--- config.mk ---
export PLATFORM = sky130hd
export DESIGN_NAME = multicycle_control
export DESIGN_NICKNAME = d
export VERILOG_FILES = /design/src/rtl/multicycle_control.sv
export SDC_FILE = /design/constraint.sdc
export NUM_CORES = 1
export LEC_CHECK = 0
export ABC_CLOCK_PERIOD_IN_PS = 2000
export CORE_UTILIZATION = 45
export CTS_CLUSTER_SIZE = 28
export DETAILED_ROUTE_END_ITERATION = 8
export PLACE_DENSITY = 0.8
export SYNTH_ARGS = -nofsm -noshare
export SYNTH_HDL_FRONTEND = slang
export SYNTH_SLANG_ARGS = --single-unit
--- constraint.sdc ---
create_clock -name clk -period 2 [get_ports clk]
set_input_delay 0.4 -clock clk [delete_from_list [all_inputs] [get_ports clk]]
set_output_delay 0.4 -clock clk [all_outputs]
set_load 0.02 [all_outputs]
--- src/rtl/multicycle_control.sv ---
// Multi-cycle main controller for the RV32 education core.
// Sequences the shared-memory datapath through FETCH/DECODE/EXEC/MEM/WB,
// runs a memory-wait watchdog and halts on illegal opcodes or stalled memory.
// Optional feature: define MC_JALR_EN to accept JALR (opcode 1100111, funct3 000).
//
// state  | meaning
// -------+---------------------------------------------------------------
// FETCH  | request instruction at PC, latch IR and PC+4 on mem_ready
// DECODE | compute branch/jump target into ALUOut, check opcode legality
// EXEC   | ALU operation, branch/jump resolution, address generation
// MEM    | data access at ALUOut (load or store)
// WB     | register file write from ALUOut or MDR
// HALT   | fault stop, left only through reset
module multicycle_control #(
  parameter int TIMEOUT_W = 8,
  parameter int TIMEOUT   = 255
) (
  input  logic       clk,
  input  logic       rst_n,
  input  logic [6:0] opcode,
  input  logic [2:0] funct3,
  input  logic       alu_zero,
  input  logic       mem_ready,
  output logic       mem_req,
  output logic       mem_we,
  output logic       mem_addr_sel,
  output logic       ir_write,
  output logic       pc_write,
  output logic       reg_write,
  output logic       pc_src,
  output logic [1:0] alu_src_a,
  output logic [1:0] alu_src_b,
  output logic [2:0] alu_op,
  output logic [2:0] imm_sel,
  output logic [1:0] wb_sel,
  output logic       illegal,
  output logic       timeout,
  output logic [2:0] state
);

  localparam logic [6:0] OP_R      = 7'b0110011;
  localparam logic [6:0] OP_IMM    = 7'b0010011;
  localparam logic [6:0] OP_LOAD   = 7'b0000011;
  localparam logic [6:0] OP_STORE  = 7'b0100011;
  localparam logic [6:0] OP_BRANCH = 7'b1100011;
  localparam logic [6:0] OP_JAL    = 7'b1101111;

  localparam logic [2:0] IMM_NONE = 3'd0;
  localparam logic [2:0] IMM_I    = 3'd1;
  localparam logic [2:0] IMM_S    = 3'd2;
  localparam logic [2:0] IMM_B    = 3'd3;
  localparam logic [2:0] IMM_J    = 3'd4;

  localparam logic [2:0] ALU_ADD   = 3'b000;
  localparam logic [2:0] ALU_SUB   = 3'b001;
  localparam logic [2:0] ALU_RTYPE = 3'b010;
  localparam logic [2:0] ALU_JAL   = 3'b011;
  localparam logic [2:0] ALU_OPIMM = 3'b100;

  localparam bit                   WD_EN   = (TIMEOUT != 0);
  localparam logic [TIMEOUT_W-1:0] WD_TERM = TIMEOUT_W'(TIMEOUT);
  localparam logic [TIMEOUT_W-1:0] WD_MAX  = '1;

  typedef enum logic [2:0] {
    S_FETCH  = 3'd0,
    S_DECODE = 3'd1,
    S_EXEC   = 3'd2,
    S_MEM    = 3'd3,
    S_WB     = 3'd4,
    S_HALT   = 3'd5
  } state_t;

  state_t               cur, nxt;
  logic [TIMEOUT_W-1:0] wd_cnt, wd_cnt_nxt;
  logic                 req_c, we_c, irw_c, pcw_c, rgw_c;
  logic                 set_ill, set_to;
  logic                 wd_expired, waiting;

  logic is_r, is_opimm, is_lw, is_sw, is_branch, is_beq, is_bne, is_jal, is_jalr;
  logic legal;

  assign is_r      = (opcode == OP_R);
  assign is_opimm  = (opcode == OP_IMM);
  assign is_lw     = (opcode == OP_LOAD);
  assign is_sw     = (opcode == OP_STORE);
  assign is_branch = (opcode == OP_BRANCH);
  assign is_beq    = is_branch && (funct3 == 3'b000);
  assign is_bne    = is_branch && (funct3 == 3'b001);
  assign is_jal    = (opcode == OP_JAL);
`ifdef MC_JALR_EN
  localparam logic [6:0] OP_JALR = 7'b1100111;
  assign is_jalr   = (opcode == OP_JALR) && (funct3 == 3'b000);
`else
  assign is_jalr   = 1'b0;
`endif
  assign legal = is_r | is_opimm | is_lw | is_sw | is_beq | is_bne | is_jal | is_jalr;

  // Watchdog only runs while the controller is waiting on memory.
  assign waiting    = (cur == S_FETCH) || (cur == S_MEM);
  assign wd_expired = WD_EN && waiting && (wd_cnt == WD_TERM);

  // Next-state and datapath control decode.
  always_comb begin
    nxt          = cur;
    req_c        = 1'b0;
    we_c         = 1'b0;
    irw_c        = 1'b0;
    pcw_c        = 1'b0;
    rgw_c        = 1'b0;
    mem_addr_sel = 1'b0;
    pc_src       = 1'b0;
    alu_src_a    = 2'b00;
    alu_src_b    = 2'b00;
    alu_op       = ALU_ADD;
    imm_sel      = IMM_NONE;
    wb_sel       = 2'b00;
    set_ill      = 1'b0;
    set_to       = 1'b0;
    case (cur)
      S_FETCH: begin
        req_c     = 1'b1;
        alu_src_b = 2'b01;
        if (mem_ready) begin
          irw_c = 1'b1;
          pcw_c = 1'b1;
          nxt   = S_DECODE;
        end else if (wd_expired) begin
          nxt    = S_HALT;
          set_to = 1'b1;
        end
      end
      S_DECODE: begin
        alu_src_a = 2'b10;
        alu_src_b = 2'b10;
        if (is_branch)   imm_sel = IMM_B;
        else if (is_jal) imm_sel = IMM_J;
        if (legal) begin
          nxt = S_EXEC;
        end else begin
          nxt     = S_HALT;
          set_ill = 1'b1;
        end
      end
      S_EXEC: begin
        if (is_r) begin
          alu_src_a = 2'b01;
          alu_op    = ALU_RTYPE;
          nxt       = S_WB;
        end else if (is_opimm) begin
          alu_src_a = 2'b01;
          alu_src_b = 2'b10;
          imm_sel   = IMM_I;
          alu_op    = ALU_OPIMM;
          nxt       = S_WB;
        end else if (is_lw || is_sw) begin
          alu_src_a = 2'b01;
          alu_src_b = 2'b10;
          imm_sel   = is_sw ? IMM_S : IMM_I;
          nxt       = S_MEM;
        end else if (is_beq || is_bne) begin
          alu_src_a = 2'b01;
          alu_op    = ALU_SUB;
          pc_src    = 1'b1;
          pcw_c     = is_beq ? alu_zero : !alu_zero;
          nxt       = S_FETCH;
        end else if (is_jal) begin
          pcw_c  = 1'b1;
          pc_src = 1'b1;
          rgw_c  = 1'b1;
          wb_sel = 2'b10;
          alu_op = ALU_JAL;
          nxt    = S_FETCH;
        end else if (is_jalr) begin
          alu_src_a = 2'b01;
          alu_src_b = 2'b10;
          imm_sel   = IMM_I;
          pcw_c     = 1'b1;
          rgw_c     = 1'b1;
          wb_sel    = 2'b10;
          nxt       = S_FETCH;
        end else begin
          // IR changed under us; treat as an illegal instruction.
          nxt     = S_HALT;
          set_ill = 1'b1;
        end
      end
      S_MEM: begin
        req_c        = 1'b1;
        mem_addr_sel = 1'b1;
        we_c         = is_sw;
        if (mem_ready) begin
          nxt = is_lw ? S_WB : S_FETCH;
        end else if (wd_expired) begin
          nxt    = S_HALT;
          set_to = 1'b1;
        end
      end
      S_WB: begin
        rgw_c  = 1'b1;
        wb_sel = is_lw ? 2'b01 : 2'b00;
        nxt    = S_FETCH;
      end
      S_HALT: begin
        nxt = S_HALT;
      end
      default: begin
        nxt = S_FETCH;
      end
    endcase
  end

  // Watchdog counter: cleared on state change or a completed access, saturating.
  always_comb begin
    wd_cnt_nxt = wd_cnt;
    if ((nxt != cur) || mem_ready) wd_cnt_nxt = '0;
    else if (waiting && (wd_cnt != WD_MAX)) wd_cnt_nxt = wd_cnt + 1'b1;
  end

  // State register, watchdog count and sticky fault flags.
  always_ff @(posedge clk or negedge rst_n) begin
    if (!rst_n) begin
      cur     <= S_FETCH;
      wd_cnt  <= '0;
      illegal <= 1'b0;
      timeout <= 1'b0;
    end else begin
      cur    <= nxt;
      wd_cnt <= wd_cnt_nxt;
      if (set_ill) illegal <= 1'b1;
      if (set_to)  timeout <= 1'b1;
    end
  end

  // Strobes are gated by reset so nothing fires once rst_n falls.
  assign mem_req   = req_c & rst_n;
  assign mem_we    = we_c  & rst_n;
  assign ir_write  = irw_c & rst_n;
  assign pc_write  = pcw_c & rst_n;
  assign reg_write = rgw_c & rst_n;
  assign state     = cur;

endmodule

==> flow_summary.ini <==
[cells_and_area]
drive_above_1_share_pct = 57.1
fillers = 164
final_area_um2 = 2010
final_util_pct = 81.0
diodes = 0
layout_common_cells = buf_4, dfrtp_1, clkbuf_2, buf_2, clkdlybuf4s50_1
stdcell_count = 249
layout_commonest_cell = buf_4
synthToLayoutAreaGrowth_pct = 69.1
nNetsFinal = 235

[routing]
ant_nets = 0
vias = 1505
avgViaCountPerCell = 6.04
drc = 0
wirelength_um = 4590
drt_pass1_iterations = 6
first_iter_violations = 80
wire_per_inst_um = 18.4

[global_route]
grt_pass1_vias = 1379
track_usage_pct = 32.9
overflow = 0
grt_pass1_wl_um = 6590
grt_max_degree = 12
antenna_found_initial = 0

[sta]
finalSetupViolCount = 0
rsz0062_at_grt = yes
final.min_clock_period_ns = 1.96
max_freq_mhz = 510
maxSlewViolCount = 0
skew_ns = 0.00110
slew_headroom_pct = 53.3
period_share_pct = 98.0
holdWs_ns = 0.336
worst_slew_pin_slew_ns = 0.699
hold_viol_final = 0

[synth]
avgSynthCellArea_um2 = 8.92
async_flop_share_pct = 100
synth_cell_types = 48
synth-seq-cells = 13
netlist_instances = 133
synth-edff-count = 0
ys.warnings.count = 0
mappedNetlistNets = 148
synth_area_um2 = 1190
synth-main-ff-cell = dfrtp_1
yosysSeqAreaShare_pct = 27.4

[floorplanning]
io_pins = 38
num_rows = 18
coreArea_um2 = 2480
die_w_um = 53.3
dieArea_um2 = 2850
die_y_um = 53.3
initial_utilization_pct = 47.9

[clocking]
path_clk_slew_ns = 0.08
clock_latency_ns = 0.29
cts_made_buffers = 3
clock_sinks = 13
clk_path_buf_depth = 2
cts_tree = built
cts_root_buf = clkbuf_4
cts_max_level = 1

[place]
place.gp.congestion = 0.882
place_area_um2 = 1900
dp.cells = 238
numPortBuffers = 37
dp_hpwl_um = 3070

[flow_run]
maxCapViolations = 0

[worst_setup_path]
cp.arrival_ns = 1.56
cp_max_fo = 6
rr_startpoint = wd_cnt[0]
critical_path_class = flop to primary output
startpoint = state[0]
crit_required_ns = 1.60
critPathCaptureType = primary output
worstSetupStartpointType = flop

[status]
status = completed

[pwr]
p_comb_share_pct = 65.2
vdd_drop_max_uv = 772
p_per_area_nw_per_um2 = 698
p_sw_share_pct = 46.2
power_frac_clock_pct = 12.0
p_int_uw = 754
p_sw_uw = 647
p_leak_uw = 0.000923
pwr-share-seq_pct = 22.8

[worst_hold_path]
min_path_type = input pin to async pin
cell usage after synthesis, drive strengths merged (4+ instances only):
master,count,share of area (%)
nor4,4,2.6
dfrtp,13,27
nand2,8,2.7
nor3,14,7.6
nor2,9,2.8
o21ai,4,1.7
nand4,4,2.1
xor2,7,5.8
and3,8,4.2
a21oi,6,2.8
nor2b,4,2.7
buf,9,5.5
nand3,6,2.5
power by group through the flow:
stage,combinational (µW),clock [µW],sequential [µW]
2_1_floorplan,423,0,342
3_3_place_gp,798,0,307
3_5_place_dp,822,0,309
4_1_cts,812,170,308
5_1_grt,961,182,320
6_report,914,168,319
critical path, stage by stage (launching register included):
cell and delay [ns]:
dfrtp_1 0.44, buf_4 0.21, clkdlybuf4s50_1 0.62
per-layer routing:
layer  GRT usage (%)  part of all wire, %
met1            40.1                   39
met3            7.18                  7.8
met4            9.65                  2.4
met2            56.9                   51
met5               0                    0
timing repair:
item | in CTS | in global routing
hold buffers | 0 | 0
hold endpoints to repair | 0 | 0
pin swaps | 7 | 11
setup buffers | 4 | 3
endpoints found under the setup margin | 22 | 26
resized for setup | 84 | 53
registers in the layout, summed over array words and instances (netlist names):
| name | cells |
|---|---|
| state | 3 |
| wd_cnt | 8 |
| illegal | 1 |
| timeout | 1 |
kinds of logic after synthesis:
kind of cell | synth area share, %
xor+xnor | 7.28
buf+inv | 5.80
mux | 0.844
fa+ha+maj | 1.05
flops | 27.4
simple gates | 38.2
compound gates | 19.4
worst paths after layout:
path	endpoint	slack, ns	depth (start not counted)
hold reg to reg	timeout	0.48	1
setup / recovery	state[0]	0.04	2
min in group clk	timeout	0.48	1
setup reg to reg	wd_cnt[1]	0.08	6
hold / removal	illegal	0.34	2
max in group asynchronous	wd_cnt[7]	1.35	3
final cells by class:
class / instances / area [µm²] / share of cell area, %
tap: 30 / 37.5 / 1.87
sequential: 13 / 327 / 16.3
multi-input combinational: 110 / 937 / 46.7
timing repair buffer: 91 / 674 / 33.6
clock buffer: 4 / 26.3 / 1.31
inverter: 1 / 3.75 / 0.187
through the flow:
stage	worst slack (ns)	TNS, ns	power (µW)
2_1_floorplan	-0.0571	-0.0571	765
3_3_place_gp	-0.664	-9.98	1110
3_5_place_dp	-0.695	-11.16	1130
4_1_cts	-0.0123	-0.0188	1290
5_1_grt	-0.00912	-0.00912	1460
6_report	0.0399	0	1400
Note: power is estimated with default switching activity, not from simulation.
